### src/rtl/upper_pc_table.sv
// Shared upper-PC compression table for the BTB/RAS predictors.
// Encode maps an upper PC to a 2-bit index; decode expands it back.
module upper_pc_table #(
    parameter int UPPER_PC_TABLE_ENTRIES     = 4,
    parameter int LOG_UPPER_PC_TABLE_ENTRIES = 2,
    parameter int UPPER_PC_WIDTH             = 18
) (
    input  logic                                  CLK,
    input  logic                                  RST,
    input  logic                                  read_valid,
    input  logic [LOG_UPPER_PC_TABLE_ENTRIES-1:0] read_index,
    output logic [UPPER_PC_WIDTH-1:0]             read_upper_PC,
    input  logic                                  update0_valid,
    input  logic [UPPER_PC_WIDTH-1:0]             update0_upper_PC,
    output logic [LOG_UPPER_PC_TABLE_ENTRIES-1:0] update1_upper_PC_index
);

    localparam int N  = UPPER_PC_TABLE_ENTRIES;
    localparam int IW = LOG_UPPER_PC_TABLE_ENTRIES;
    localparam int W  = UPPER_PC_WIDTH;

    logic [W-1:0]  entry_q [N];
    logic [N-1:0]  valid_q;
    logic [2:0]    plru_q;
    logic [2:0]    plru_d;

    logic [N-1:0]  hit;
    logic          miss;
    logic          hit_found;
    logic          free_found;
    logic [IW-1:0] hit_idx;
    logic [IW-1:0] free_idx;
    logic [IW-1:0] victim;
    logic [IW-1:0] upd_idx;

    function automatic logic [2:0] touch(input logic [2:0] p,
                                         input logic [1:0] e);
        logic [2:0] r;
        r    = p;
        r[0] = ~e[1];
        if (!e[1]) r[1] = ~e[0];
        else       r[2] = ~e[0];
        return r;
    endfunction

    always_comb begin
        hit        = '0;
        hit_found  = 1'b0;
        free_found = 1'b0;
        hit_idx    = '0;
        free_idx   = '0;
        for (int i = 0; i < N; i++) begin
            hit[i] = valid_q[i] && (entry_q[i] == update0_upper_PC);
        end
        // Lowest index wins for both the hit and the free-slot search
        for (int i = 0; i < N; i++) begin
            if (!hit_found && hit[i]) begin
                hit_idx   = IW'(i);
                hit_found = 1'b1;
            end
            if (!free_found && !valid_q[i]) begin
                free_idx   = IW'(i);
                free_found = 1'b1;
            end
        end
        miss = ~hit_found;
        victim = plru_q[0] ? {1'b1, plru_q[2]} : {1'b0, plru_q[1]};
        if (hit_found)       upd_idx = hit_idx;
        else if (free_found) upd_idx = free_idx;
        else                 upd_idx = victim;
    end

    // Update touch is applied last so its bits override the read touch
    always_comb begin
        plru_d = plru_q;
        if (read_valid)    plru_d = touch(plru_d, read_index);
        if (update0_valid) plru_d = touch(plru_d, upd_idx);
    end

    always_ff @(posedge CLK or posedge RST) begin
        if (RST) begin
            for (int i = 0; i < N; i++) begin
                entry_q[i] <= '0;
            end
            valid_q                <= '0;
            plru_q                 <= '0;
            read_upper_PC          <= '0;
            update1_upper_PC_index <= '0;
        end else begin
            plru_q <= plru_d;
            if (read_valid) begin
                read_upper_PC <= entry_q[read_index];
            end
            if (update0_valid) begin
                update1_upper_PC_index <= upd_idx;
                if (miss) begin
                    entry_q[upd_idx] <= update0_upper_PC;
                    valid_q[upd_idx] <= 1'b1;
                end
            end
        end
    end

endmodule

### config.mk
export PLATFORM = sky130hd
export DESIGN_NAME = upper_pc_table
export DESIGN_NICKNAME = d
export VERILOG_FILES = /design/src/rtl/upper_pc_table.sv
export SDC_FILE = /design/constraint.sdc
export NUM_CORES = 1
export LEC_CHECK = 0
export ABC_AREA = 1
export CAP_MARGIN = 30
export CORE_MARGIN = 5
export CORE_UTILIZATION = 64
export CTS_CLUSTER_DIAMETER = 120
export CTS_CLUSTER_SIZE = 30
export DETAILED_ROUTE_END_ITERATION = 16
export DONT_BUFFER_PORTS = 1
export PLACE_DENSITY = 0.9
export SYNTH_ARGS = -nofsm -noshare
export SYNTH_HDL_FRONTEND = slang
export SYNTH_SLANG_ARGS = --single-unit
### constraint.sdc
create_clock -name CLK -period 4.3 [get_ports CLK]
set_input_delay 0.43 -clock CLK [delete_from_list [all_inputs] [get_ports CLK]]
set_output_delay 0.43 -clock CLK [all_outputs]
set_load 0.02 [all_outputs]
==> impl_metrics.json, run 1 <==
{
  "outcome": "finished clean",
  "ir_worst_vdd_mv": 0.323,
  "cts_hold_buf": 0,
  "cts_made_buffers": 9,
  "cp.arrival_ps": 2910,
  "setup_viol": 0,
  "cts.sinks": 99,
  "r2r-end": "entry_q[57]$_DFFE_PP0P_",
  "synth-seq-cells": 99,
  "p_switching_w": 0.00147,
  "synth_compound_area_share_pct": 11.5,
  "worstSetupStartpointType": "register",
  "yosysSeqAreaShare_pct": 40.8,
  "nNetsFinal": 875,
  "worst-endpoint-required_ps": 4590,
  "synth-xor-area-share_pct": 1.44,
  "maxClockFrequency_mhz": 380,
  "post-route-period-util_pct": 61.1,
  "pin_count": 44,
  "cts-root-buf": "clkbuf_8",
  "muxShareOfSynthArea_pct": 0,
  "grt.total_usage_pct": 31.0,
  "fin_cells": 985,
  "placedCellCount": 969,
  "finalWeightedCongestion": 1.01,
  "rsz0062_at_grt": "no",
  "first_pass_iters": 6,
  "leakagePower_nw": 3.27,
  "ys_warn_count": 0,
  "io_buffers": 0,
  "grt_pass1_vias": 5385,
  "hold_path.class": "in -> async",
  "p_per_area_mw_per_mm2": 558,
  "dp_slack_ps": 1780,
  "wire_per_inst_um": 17.2,
  "worstReg2RegStart": "entry_q[25]$_DFFE_PP0P_",
  "final_cell_mix": "338 x nand2_1, 99 x dfrtp_1, 85 x nand3_1, 79 x inv_1, 70 x o21ai_0",
  "syn_to_final_growth_pct": 0.618,
  "antenna_cells": 0,
  "vias": 5806,
  "skew_ps": 14.1,
  "worst_setup_path_end_kind": "register",
  "r2r_cells": 14,
  "syn_area_per_cell_um2": 6.84,
  "fin_util_pct": 66.2,
  "hold_ws_ps": 49.5,
  "synthCells": 889,
  "drc_errors": 0,
  "clk_latency_ps": 390,
  "clkTransAtPathRegs_ps": 100,
  "grt_overflow": 0,
  "seq_power_share_pct": 47.5,
  "grt_pass1_wl_um": 27800,
  "synth_area_mm2": 0.00608,
  "mostFrequentLayoutCell": "nand2_1",
  "n_fill_cell": 845,
  "ant_nets": 0,
  "via_per_inst": 5.89,
  "yosys.area_share.simple_pct": 34.3,
  "clock_power_share_pct": 18.5,
  "tightest_slew_ps": 907,
  "drt_wl_total_um": 16900,
  "final_layout_size_suffix_gt1_share_pct": 5.14,
  "critPathMaxFanout": 37,
  "slew_headroom_pct": 39.3,
  "initial_utilization_pct": 65.8,
  "yosysUniqueCellTypes": 30,
  "cts_tree": "done",
  "yosys.area.top_type_share_pct": 40.8,
  "max_cap_violations": 0,
  "synth_top_family_by_area": "simple AND/OR/NAND/NOR gates",
  "final.min_clock_period_ps": 2630,
  "crit_type": "reg -> reg",
  "hold_violations": 0,
  "setup_ws_ps": 1670,
  "syn_nets": 913,
  "coreArea_mm2": 0.00924,
  "cts_setup_buffers": 0,
  "die_w_um": 107,
  "reg2reg_slack_ps": 1670,
  "yosys.area.top_type": "dfrtp_1",
  "die_h_um": 107,
  "critical_path.endpoint": "entry_q[57]$_DFFE_PP0P_",
  "dieArea_mm2": 0.0115,
  "combinationalPowerShare_pct": 34.0,
  "synthAdderAreaFrac_pct": 0,
  "antenna_found_initial": 0,
  "clockBufferDepth": 2,
  "post_cts_resized": 0,
  "p_sw_share_pct": 42.9,
  "drt-initial-drc-count": 646,
  "startpoint": "entry_q[25]$_DFFE_PP0P_",
  "rows": 35,
  "drv_slew": 0,
  "fin_tns_setup_ps": 0,
  "grt_max_degree": 80,
  "intPower_w": 0.00195,
  "htreeDepth": 3,
  "netlist_top_cells_area": "dfrtp_1 41%, nand2_1 21%, nand3_1 7.0%",
  "post-dp-hpwl_um": 11400
}
synth_stat cells:
cell      instances
inv_8             1
nand3_1          85
a31oi_1          12
inv_4             1
buf_1             1
o31ai_1           1
nand2_1         338
nor2_2            4
buf_2             3
a21oi_1          29
nand2_4           2
nand4_1           2
dfrtp_1          99
xor2_1           10
nor3_1            4
inv_2             9
nand2_2           1
o21ai_1           9
nand2_8           1
clkbuf_1         16
nor2_1           61
o211ai_1         10
inv_1            80
o21ai_0          70
clkinv_1          2
nand3_2           4
buf_6            11
buf_4            21
inv_6             1
nand3_4           1
logic make-up after synthesis:
kind of cell           Yosys count
flip-flops                      99
AND/OR/NAND/NOR                503
buffers and inverters          146
AO/OA/AOI/OAI                  131
XOR/XNOR                        10
through the flow:
step / area, um2 / power [W]
final: 6120 / 0.00341
after floorplan: 6080 / 0.00250
after global routing: 6120 / 0.00367
after detailed placement: 5910 / 0.00276
after global placement: 5900 / 0.00272
after CTS: 6120 / 0.00339
metal layers:
| metal | up-vias | GRT usage (%) | wire (um) |
|---|---|---|---|
| li1 | 2723 | - | - |
| met1 | 2653 | 42.0 | 6750 |
| met2 | 369 | 45.8 | 7480 |
| met3 | 61 | 7.02 | 1920 |
| met4 | 0 | 17.2 | 801 |
| met5 | - | 0 | 0 |
layout make-up:
type	instances	area [um2]	area share, %
timing repair buffer	3	30.0	0.491
clock buffer	12	155	2.54
sequential	99	2480	40.5
inverter	94	370	6.06
multi-input combinational	644	2870	47.0
clock inverter	4	48.8	0.798
tap	129	161	2.64
power groups by stage:
stage	sequential, W	combinational (W)	clock [W]
2_1_floorplan	0.00154	0.000957	0
3_3_place_gp	0.00162	0.00110	0
3_5_place_dp	0.00163	0.00113	0
4_1_cts	0.00161	0.00114	0.000636
5_1_grt	0.00167	0.00132	0.000671
6_report	0.00162	0.00116	0.000630
sequential cells by signal, indices dropped and copies added, names as in the netlist:
register,flops
entry_q,72
plru_q,3
read_upper_PC,18
update1_upper_PC_index,2
valid_q,4
worst min path at each step:
stage | startpoint | endpoint | slack (ps) | depth (start not counted)
floorplan | entry_q[26]$_DFFE_PP0P_ | entry_q[26]$_DFFE_PP0P_ | 440 | 2
global placement | entry_q[28]$_DFFE_PP0P_ | entry_q[28]$_DFFE_PP0P_ | 450 | 2
detailed placement | entry_q[26]$_DFFE_PP0P_ | entry_q[26]$_DFFE_PP0P_ | 470 | 2
CTS | RST | entry_q[34]$_DFFE_PP0P_ | 70 | 1
global route | RST | entry_q[32]$_DFFE_PP0P_ | 110 | 1
finish | RST | entry_q[32]$_DFFE_PP0P_ | 50 | 1
worst max-delay path, cell delays in order, from the launching register on:
cell and delay [ps]:
dfrtp_1 420, inv_1 90, nand2_1 110, nand2_1 80
nor2_1 50, nand2_1 60, nor2_1 70, nand3_1 120
nand2_1 80, nor2_2 160, nand3_2 410, inv_6 420
nand2_4 250, nand2_1 140, nand2_1 50
No activity file was read; power rests on OpenSTA's default activity.
==> inputs of run 2 (changes only) <==
Settings changed: ABC_AREA 1 to 0.
Clock period 4.3 ns to 2.52 ns, I/O delays scaled along.
==> run 2 against run 1 <==
  * Area after synthesis shrank 14%
  * Register-to-register slack lost 1600 ps
  * Synthesized cell count shrank 57%
  * Die area shrank 13%
  * Utilization grew 1.3 points
  * Sequential power grew 100%
  * Global-route usage shrank 7.3 points
  * Fmax grew 7.0%
  * Non-clock buffer count grew 9
  * First-iteration DRC count shrank 66%
  * Combinational power grew 130%
  * Worst setup slack lost 1600 ps
==> impl_metrics.json, run 2 <==
{
  "outcome": "finished clean",
  "synth_area_mm2": 0.00524,
  "dp_slack_ps": 56.6,
  "setup_ws_ps": 63.9,
  "initial_utilization_pct": 64.8,
  "yosysSeqAreaShare_pct": 47.3,
  "crit_type": "reg -> reg",
  "synth_compound_area_share_pct": 2.51,
  "first_pass_iters": 4,
  "largest_reg_flops": 72,
  "netlist_top_cells_area": "dfrtp_1 47%, mux2_2 17%, xnor2_1 8.2%",
  "clockBufferDepth": 2,
  "setup_viol": 0,
  "max_cap_violations": 0,
  "hold_path.class": "in -> reg",
  "drt-initial-drc-count": 217,
  "ir_worst_vdd_mv": 0.437,
  "cp_cell_sequence": "xnor2_1 -> nand4_1 -> nor4_2 -> a22oi_2 -> nand4_2 -> buf_4 -> mux2_2",
  "grt_overflow": 0,
  "skew_ps": 14.4,
  "syn_area_per_cell_um2": 13.8,
  "placedCellCount": 466,
  "grt_pass1_vias": 3294,
  "regMostFlops": "entry_q",
  "synth_edf_count": 0,
  "finalWeightedCongestion": 0.940,
  "synth_top_family_by_area": "multiplexers",
  "syn_to_final_growth_pct": 4.15,
  "cts.sinks": 99,
  "vias": 3088,
  "max_stage_delay_ps": 410,
  "drc_errors": 0,
  "timing.critical_path.buf_inv": 1,
  "synth-main-ff-cell": "dfrtp_1",
  "min_path_cells": 1,
  "critPathMaxFanout": 7,
  "p_per_area_mw_per_mm2": 1260,
  "slew_headroom_pct": 48.7,
  "worstSetupStartpointType": "register",
  "syn_nets": 403,
  "leakagePower_nw": 2.18,
  "coreArea_mm2": 0.00809,
  "dieArea_mm2": 0.0101,
  "cp.depth": 7,
  "mostFrequentLayoutCell": "dfrtp_1",
  "muxShareOfSynthArea_pct": 28.1,
  "cts_made_buffers": 9,
  "antenna_cells": 0,
  "ant_nets": 0,
  "cts_tree": "done",
  "grt_max_degree": 39,
  "tightest_slew_ps": 767,
  "htreeDepth": 3,
  "die_w_um": 101,
  "yosys.area.top_type_share_pct": 47.3,
  "min_to": "entry_q[52]$_DFFE_PP0P_",
  "async_flop_share_pct": 100,
  "nNetsFinal": 397,
  "grt.total_usage_pct": 23.7,
  "synth-xor-area-share_pct": 12.0,
  "yosysUniqueCellTypes": 40,
  "hold_violations": 0,
  "clkTransAtPathRegs_ps": 100,
  "io_buffers": 0,
  "synthAdderAreaFrac_pct": 0,
  "ys_warn_count": 0,
  "reg_top3": "entry_q (72), read_upper_PC (18), valid_q (4)",
  "min_from": "update0_upper_PC[16]",
  "via_per_inst": 6.41,
  "clk_latency_ps": 370,
  "wire_per_inst_um": 23.3,
  "yosys.area_share.simple_pct": 5.49,
  "cts-root-buf": "clkbuf_8",
  "yosys.area.top_type": "dfrtp_1",
  "final_cell_mix": "99 x dfrtp_1, 81 x mux2_2, 49 x xnor2_1, 23 x xor2_1, 18 x mux4_2",
  "grt_pass1_wl_um": 17900,
  "critical-path-top-delay-family": "simple AND/OR/NAND/NOR gates",
  "cp.arrival_ps": 2710,
  "die_h_um": 101,
  "worst-endpoint-required_ps": 2770,
  "synthCells": 379,
  "n_fill_cell": 577,
  "drt_wl_total_um": 11200,
  "drv_slew": 0,
  "rows": 33,
  "fin_util_pct": 67.5,
  "pin_count": 44,
  "reg2reg_slack_ps": 60,
  "maxClockFrequency_mhz": 407,
  "worstReg2RegStart": "entry_q[12]$_DFFE_PP0P_",
  "yosys-top-cells-count": "99 x dfrtp_1, 81 x mux2_2, 49 x xnor2_1, 23 x xor2_1, 18 x mux4_2",
  "antenna_found_initial": 0,
  "r2r_cells": 7,
  "post-dp-hpwl_um": 8100,
  "fin_cells": 482,
  "r2r-end": "entry_q[60]$_DFFE_PP0P_",
  "worst_setup_path_end_kind": "register",
  "yosysMostFrequentCell": "dfrtp_1",
  "post-route-period-util_pct": 97.5,
  "synth-seq-cells": 99,
  "final.min_clock_period_ps": 2460,
  "cpMaxStageDelayCell": "dfrtp_1",
  "final_layout_size_suffix_gt1_share_pct": 37.7,
  "fin_tns_setup_ps": 0
}
==> run 2: changes by cell type after synthesis, sizes merged, moves of 18 or more <==
cell   before  now
mux4        0   18
xnor2       0   49
nand2     342    4
nand3      90    3
o21ai      79    3
mux2        0   90
inv        92    3
nor2       65    7
a21oi      29    3
==> run 2: final cells by class <==
cell class | count | area, um2 | share of cell area (%)
Inverter | 3 | 15.0 | 0.275
Clock buffer | 10 | 128 | 2.34
Clock inverter | 5 | 31.3 | 0.573
Tap cell | 105 | 131 | 2.41
Sequential cell | 99 | 2480 | 45.4
Multi-Input combinational cell | 248 | 2530 | 46.4
Timing Repair Buffer | 12 | 143 | 2.61
==> run 2: power by group <==
group / internal (W) / leakage [nW] / switching, W
logic: 0.00166 / 0.934 / 0.00106
clock network: 0.000351 / 0.0819 / 0.000534
registers: 0.00238 / 1.16 / 0.000899
==> run 2: how the worst max path moves through the flow <==
stage                                 start                 endpoint  slack (ps)
floorplan           entry_q[65]$_DFFE_PP0P_  entry_q[18]$_DFFE_PP0P_         380
global placement    entry_q[34]$_DFFE_PP0P_  entry_q[22]$_DFFE_PP0P_         220
detailed placement  entry_q[12]$_DFFE_PP0P_  entry_q[60]$_DFFE_PP0P_          60
CTS                 entry_q[12]$_DFFE_PP0P_  entry_q[60]$_DFFE_PP0P_          40
global route         entry_q[8]$_DFFE_PP0P_  entry_q[60]$_DFFE_PP0P_        -0.6
finish              entry_q[12]$_DFFE_PP0P_  entry_q[60]$_DFFE_PP0P_          60
==> run 2: routing by layer <==
layer / vias up / share of wire, % / global-route usage [%]
met5: - / 0 / 0
met4: 0 / 4.3 / 11.7
met3: 40 / 6.2 / 5.61
met2: 116 / 48 / 37.3
met1: 1596 / 41 / 31.0
li1: 1336 / - / -
==> run 2: cell families (layout without fill, tap and decap cells) <==
| kind of cell | Yosys count | in the layout |
|---|---|---|
| DFF | 99 | 99 |
| buffers and inverters | 32 | 30 |
| xor gates and xnor gates | 72 | 72 |
| muxes | 110 | 110 |
| AOI/OAI and AO/OA | 18 | 18 |
| and+or+nand+nor | 48 | 48 |
==> run 2: metrics by stage <==
stage               area (um2)  hold WS (ps)  power (W)
finish                    5460          27.1    0.00688
global route              5460          16.0    0.00723
CTS                       5450          23.2    0.00688
detailed placement        5280           289    0.00601
global placement          5280           289    0.00583
floorplan                 5250           419    0.00531
==> run 2: timing repair <==
action                                  CTS  global route
hold endpoints to repair                 29             0
hold buffers                              1             0
endpoints found under the setup margin    0            41
resized for setup                         0             2
setup buffers                             0             0
